## src/rtl/mastermind_round_sequencer.sv

```systemverilog
// Mastermind round sequencer: button-driven slot strobes, a compare sweep and WIN/LOSS tracking.
// Optional BTN_DEBOUNCE_EN adds a stable-level debouncer between the synchronizer and the edge detector.
module mastermind_round_sequencer #(
    parameter int MAX_GUESSES     = 8,
    parameter int DEBOUNCE_CYCLES = 16
) (
    input  logic       clk,
    input  logic       resetn,
    input  logic       load_btn,
    input  logic       new_game,
    input  logic [2:0] red_in,
    input  logic [2:0] white_in,
    output logic [3:0] load_code,
    output logic [3:0] load_guess,
    output logic       clear_score,
    output logic       compare_en,
    output logic [1:0] compare_i,
    output logic [3:0] guess_count,
    output logic [2:0] red_out,
    output logic [2:0] white_out,
    output logic       feedback_valid,
    output logic       won,
    output logic       lost
);
    typedef enum logic [3:0] {
        S_CODE, S_CODE_REL, S_GUESS, S_GUESS_REL,
        S_CLEAR, S_CMP, S_SETTLE, S_EVAL, S_WON, S_LOST
    } state_t;

    // Button flops reset high so a press held through reset never looks like a fresh rise.
    logic sync1_q, sync2_q, prev_q, btn_lvl, rise, fall;

    always_ff @(posedge clk or negedge resetn) begin
        if (!resetn) begin
            sync1_q <= 1'b1;
            sync2_q <= 1'b1;
            prev_q  <= 1'b1;
        end else begin
            sync1_q <= load_btn;
            sync2_q <= sync1_q;
            prev_q  <= btn_lvl;
        end
    end

`ifdef BTN_DEBOUNCE_EN
    localparam int CW = (DEBOUNCE_CYCLES < 2) ? 1 : $clog2(DEBOUNCE_CYCLES);
    logic [CW-1:0] db_cnt_q, db_cnt_d;
    logic          db_lvl_q, db_lvl_d;

    always_comb begin
        db_cnt_d = '0;
        db_lvl_d = db_lvl_q;
        if (sync2_q != db_lvl_q) begin
            if (db_cnt_q == CW'(DEBOUNCE_CYCLES - 1)) db_lvl_d = sync2_q;
            else                                      db_cnt_d = db_cnt_q + 1'b1;
        end
    end

    always_ff @(posedge clk or negedge resetn) begin
        if (!resetn) begin
            db_cnt_q <= '0;
            db_lvl_q <= 1'b1;
        end else begin
            db_cnt_q <= db_cnt_d;
            db_lvl_q <= db_lvl_d;
        end
    end

    assign btn_lvl = db_lvl_q;
`else
    assign btn_lvl = sync2_q;
`endif

    assign rise = btn_lvl & ~prev_q;
    assign fall = ~btn_lvl & prev_q;

    state_t     state_q, state_d;
    logic [1:0] slot_q, slot_d;
    logic [3:0] load_code_q, load_code_d, load_guess_q, load_guess_d;
    logic [3:0] guess_count_q, guess_count_d, gc_inc;
    logic [2:0] red_q, red_d, white_q, white_d;
    logic       fb_q, fb_d, won_q, won_d, lost_q, lost_d, ng_clr_q, ng_clr_d;

    assign gc_inc = guess_count_q + 4'd1;

    always_comb begin
        state_d       = state_q;
        slot_d        = slot_q;
        load_code_d   = 4'b0000;
        load_guess_d  = 4'b0000;
        guess_count_d = guess_count_q;
        red_d         = red_q;
        white_d       = white_q;
        fb_d          = 1'b0;
        won_d         = won_q;
        lost_d        = lost_q;
        ng_clr_d      = 1'b0;
        if (new_game) begin
            state_d       = S_CODE;
            slot_d        = 2'd0;
            guess_count_d = 4'd0;
            red_d         = 3'd0;
            white_d       = 3'd0;
            won_d         = 1'b0;
            lost_d        = 1'b0;
            ng_clr_d      = 1'b1;
        end else begin
            case (state_q)
                S_CODE: if (rise) begin
                    load_code_d = 4'b0001 << slot_q;
                    state_d     = S_CODE_REL;
                end
                S_CODE_REL: if (fall) begin
                    state_d = (slot_q == 2'd3) ? S_GUESS : S_CODE;
                    slot_d  = slot_q + 2'd1;
                end
                S_GUESS: if (rise) begin
                    load_guess_d = 4'b0001 << slot_q;
                    state_d      = S_GUESS_REL;
                end
                S_GUESS_REL: if (fall) begin
                    state_d = (slot_q == 2'd3) ? S_CLEAR : S_GUESS;
                    slot_d  = slot_q + 2'd1;
                end
                S_CLEAR: begin
                    state_d = S_CMP;
                    slot_d  = 2'd0;
                end
                S_CMP: begin
                    slot_d = slot_q + 2'd1;
                    if (slot_q == 2'd3) state_d = S_SETTLE;
                end
                S_SETTLE: state_d = S_EVAL;
                S_EVAL: begin
                    red_d   = red_in;
                    white_d = white_in;
                    fb_d    = 1'b1;
                    slot_d  = 2'd0;
                    if (red_in == 3'd4) begin
                        won_d   = 1'b1;
                        state_d = S_WON;
                    end else begin
                        guess_count_d = gc_inc;
                        if (gc_inc == 4'(MAX_GUESSES)) begin
                            lost_d  = 1'b1;
                            state_d = S_LOST;
                        end else begin
                            state_d = S_GUESS;
                        end
                    end
                end
                default: ;
            endcase
        end
    end

    always_ff @(posedge clk or negedge resetn) begin
        if (!resetn) begin
            state_q       <= S_CODE;
            slot_q        <= 2'd0;
            load_code_q   <= 4'b0000;
            load_guess_q  <= 4'b0000;
            guess_count_q <= 4'd0;
            red_q         <= 3'd0;
            white_q       <= 3'd0;
            fb_q          <= 1'b0;
            won_q         <= 1'b0;
            lost_q        <= 1'b0;
            ng_clr_q      <= 1'b0;
        end else begin
            state_q       <= state_d;
            slot_q        <= slot_d;
            load_code_q   <= load_code_d;
            load_guess_q  <= load_guess_d;
            guess_count_q <= guess_count_d;
            red_q         <= red_d;
            white_q       <= white_d;
            fb_q          <= fb_d;
            won_q         <= won_d;
            lost_q        <= lost_d;
            ng_clr_q      <= ng_clr_d;
        end
    end

    assign load_code      = load_code_q;
    assign load_guess     = load_guess_q;
    assign clear_score    = (state_q == S_CLEAR) | ng_clr_q;
    assign compare_en     = (state_q == S_CMP);
    assign compare_i      = (state_q == S_CMP) ? slot_q : 2'd0;
    assign guess_count    = guess_count_q;
    assign red_out        = red_q;
    assign white_out      = white_q;
    assign feedback_valid = fb_q;
    assign won            = won_q;
    assign lost           = lost_q;
endmodule

```

## config.mk

```make
export PLATFORM = sky130hd
export DESIGN_NAME = mastermind_round_sequencer
export DESIGN_NICKNAME = d
export VERILOG_FILES = /design/src/rtl/mastermind_round_sequencer.sv
export SDC_FILE = /design/constraint.sdc
export NUM_CORES = 1
export LEC_CHECK = 0
export CAP_MARGIN = 25
export CORE_ASPECT_RATIO = 0.75
export CORE_MARGIN = 2
export CORE_UTILIZATION = 49
export DETAILED_ROUTE_END_ITERATION = 10
export PLACE_DENSITY = 0.85
export SETUP_SLACK_MARGIN = 0.4
export SLEW_MARGIN = 20
export SYNTH_ARGS = -nofsm -noshare
export SYNTH_HDL_FRONTEND = slang
export SYNTH_SLANG_ARGS = --single-unit
```

## constraint.sdc

```tcl
create_clock -name clk -period 1.65 [get_ports clk]
set_clock_uncertainty 0.15 [all_clocks]
set_input_delay 0.495 -clock clk [delete_from_list [all_inputs] [get_ports clk]]
set_output_delay 0.495 -clock clk [all_outputs]
set_load 0.01 [all_outputs]
```

==> flow_summary.toml <==
[worst_hold_path]
hp-class = "reg -> reg"
hp-start = "sync1_q$_DFF_PN1_"

[critical_path]
critPathArrivalTime_ns = 1.35
r2r_start = "state_q[3]$_DFFE_PN0P_"
required_ns = 1.00
worstSetupEndpointType = "output port"
cp_max_fo = 2
cp-endpoint = "clear_score"
worst_setup_path_start_kind = "register"
reg2reg_depth = 6
regToRegSetupSlack_ns = -0.17
r2r-end = "state_q[1]$_DFFE_PN0P_"
path_class = "reg -> out"
cp-startpoint = "state_q[2]$_DFFE_PN0P_"

[sta]
worst_pin_slew_ns = 0.435
final-setup-viol-count = 17
hold_violations = 0
max_slew_margin_pct = 71.0
period_needed_ns = 1.99
rsz0062_at_grt = "true"
worst_slack_ns = -0.344
fmax_ghz = 0.502
fin_crit_sh_pct = 121
fin_setup_tns_ns = -2.12
maxSlewViolCount = 0

[routing]
drc = 0
routedWlPerCell_um = 21.0
num_vias = 1523
first_pass_iters = 4
dr.first_iter.drc_count = 119
wl_mm = 5.53
vias_per_cell = 5.79
ant_nets = 0

[synthesis]
yosysSeqAreaShare_pct = 51.5
syn_area_sq_um = 1510
async_reset_ff_share_pct = 100
netlist_instances = 147
synth.most_common_cell = "dfrtp_1"
yosys_register_bits = 31
synth_cell_types = 41
synth_top_area_share_pct = 46.3
synth_area_leaders = "dfrtp_1, dfstp_2, nand2_1"
yosys_warnings = 0
synth_area_leader_cell = "dfrtp_1"
syn_nets = 162
synth_ff_type = "dfrtp_1"
synth_common_cells = "dfrtp_1, nand2_1, nor2_1"
synth_area_per_cell_sq_um = 10.3
synth_edf_count = 0

[finish]
nets = 240
seq_area_sq_um = 782
area_growth_pct = 62.4
diodes = 0
multi_input_area_sq_um = 840
n_fill_cell = 132
drive_gt1_share_pct = 60.0

[clock_tree]
clkTransAtPathRegs_ns = 0.06
clk_path_buf_depth = 2
numCtsBuffers = 5
htreeDepth = 2
cts_hold_buf = 0
cts_root_buf = "clkbuf_8"
cts_tree = "done"
cts.sinks = 31
clock_latency_ns = 0.29

[floorplan]
core_area_sq_um = 2940
initial_core_util_pct = 51.5
die_area_sq_um = 3550
die_h_um = 52.1
ios = 35
rows = 17
die_w_um = 68.2

[global_routing]
grt_pass1_wl_mm = 7.13
grt_usage_pct = 28.6
grt_pass1_vias = 1494
gr-total-overflow = 0
grt_max_degree = 20
antenna_found_initial = 0

[power_and_ir_drop]
leakage_nw = 1.21
p_per_area_nw_per_um2 = 634
peakVddDrop_mv = 0.469

[outcome]
status = "complete, but fails checks"
violations = "setup timing"

[place]
globalplace.congestion = 0.860
io_buffers = 34
hpwlAfterDp_mm = 2.69
place_ws_ns = -0.426

[flow_run]
maxCapViolations = 0
critical path: stages (launching register included):
cell and delay (ns):
dfrtp_1 0.40, and2b_2 0.23, buf_4 0.14, a21o_1 0.16, buf_2 0.13
where the power goes:
group / total [W] / internal [W] / switching, W
registers: 0.000781 / 0.000773 / 0.00000821
clock network: 0.000608 / 0.000327 / 0.000282
logic: 0.000169 / 0.0000785 / 0.0000903
metrics by stage:
stage | util, % | cells | hold slack (ns) | instance area (sq um) | power (W)
after floorplan | - | 147 | 0.0494 | 1580 | 0.000846
after global placement | 69.6 | 231 | 0.198 | 2040 | 0.000913
after detailed placement | 69.6 | 231 | 0.197 | 2040 | 0.000919
after CTS | 75.9 | 253 | 0.210 | 2230 | 0.00153
after global routing | 83.7 | 263 | 0.219 | 2460 | 0.00161
final | 83.7 | 263 | 0.208 | 2460 | 0.00156
worst min path at each step:
stage,endpoint,cells after the start
after floorplan,feedback_valid$_DFF_PN0_,0
after global placement,btn_lvl$_DFF_PN1_,0
after detailed placement,btn_lvl$_DFF_PN1_,0
after CTS,btn_lvl$_DFF_PN1_,0
after global routing,btn_lvl$_DFF_PN1_,0
final,btn_lvl$_DFF_PN1_,0
layout by cell type, fill, tap and decap left out, drive strengths merged, types with 2 or more instances in the layout:
| cell | Yosys | final |
|---|---|---|
| a211oi | 2 | 2 |
| a21o | 2 | 2 |
| a21oi | 12 | 12 |
| and2 | 2 | 2 |
| and3 | 6 | 6 |
| and3b | 2 | 2 |
| buf | 8 | 71 |
| clkbuf | 1 | 8 |
| clkdlybuf4s50 | 0 | 5 |
| dfrtp | 28 | 28 |
| dfstp | 3 | 3 |
| ha | 5 | 5 |
| inv | 4 | 4 |
| nand2 | 20 | 20 |
| nand2b | 3 | 3 |
| nand3 | 2 | 2 |
| nor2 | 16 | 16 |
| nor2b | 3 | 3 |
| nor3 | 3 | 3 |
| nor3b | 2 | 2 |
| o21ai | 5 | 5 |
| xnor2 | 4 | 4 |
kinds of logic (layout without fill, tap and decap cells):
| family | count (synthesis) | count (layout) | share of synthesized area (%) |
|---|---|---|---|
| AND/OR/NAND/NOR | 63 | 63 | 23.2 |
| buffers and inverters | 13 | 91 | 5.38 |
| flip-flops | 31 | 31 | 51.5 |
| adder cells (fa/ha/maj) | 5 | 5 | 4.14 |
| XOR/XNOR | 4 | 4 | 2.32 |
| AO/OA/AOI/OAI | 31 | 31 | 13.5 |
per-layer routing:
metal	vias up	part of all wire (%)	GRT usage, %
met1	749	38	33.4
met4	0	5.9	15.7
met3	35	6.9	6.93
met2	86	49	48.1
li1	653	-	-
met5	-	0	0
flip-flops by register name, indices dropped and copies added, names as in the netlist:
register,flops
guess_count,4
load_code,4
load_guess,4
state_q,4
red_out,3
white_out,3
slot_q,2
btn_lvl,1
feedback_valid,1
lost,1
ng_clr_q,1
prev_q,1
sync1_q,1
won,1
final cells by class:
| class | count | area share, % |
|---|---|---|
| Inverter | 4 | 0.815 |
| Clock inverter | 1 | 0.204 |
| Tap cell | 38 | 1.94 |
| Sequential cell | 31 | 31.8 |
| Clock buffer | 6 | 3.36 |
| Timing Repair Buffer | 80 | 27.7 |
| Multi-Input combinational cell | 103 | 34.2 |
what timing repair did:
item / 4_1_cts / 5_1_grt
resized for setup: 137 / 45
buffers inserted: 15 / 10
endpoints found under the setup margin: 53 / 52
pin swaps: 10 / 14
No activity file was read; power rests on OpenSTA's default activity.
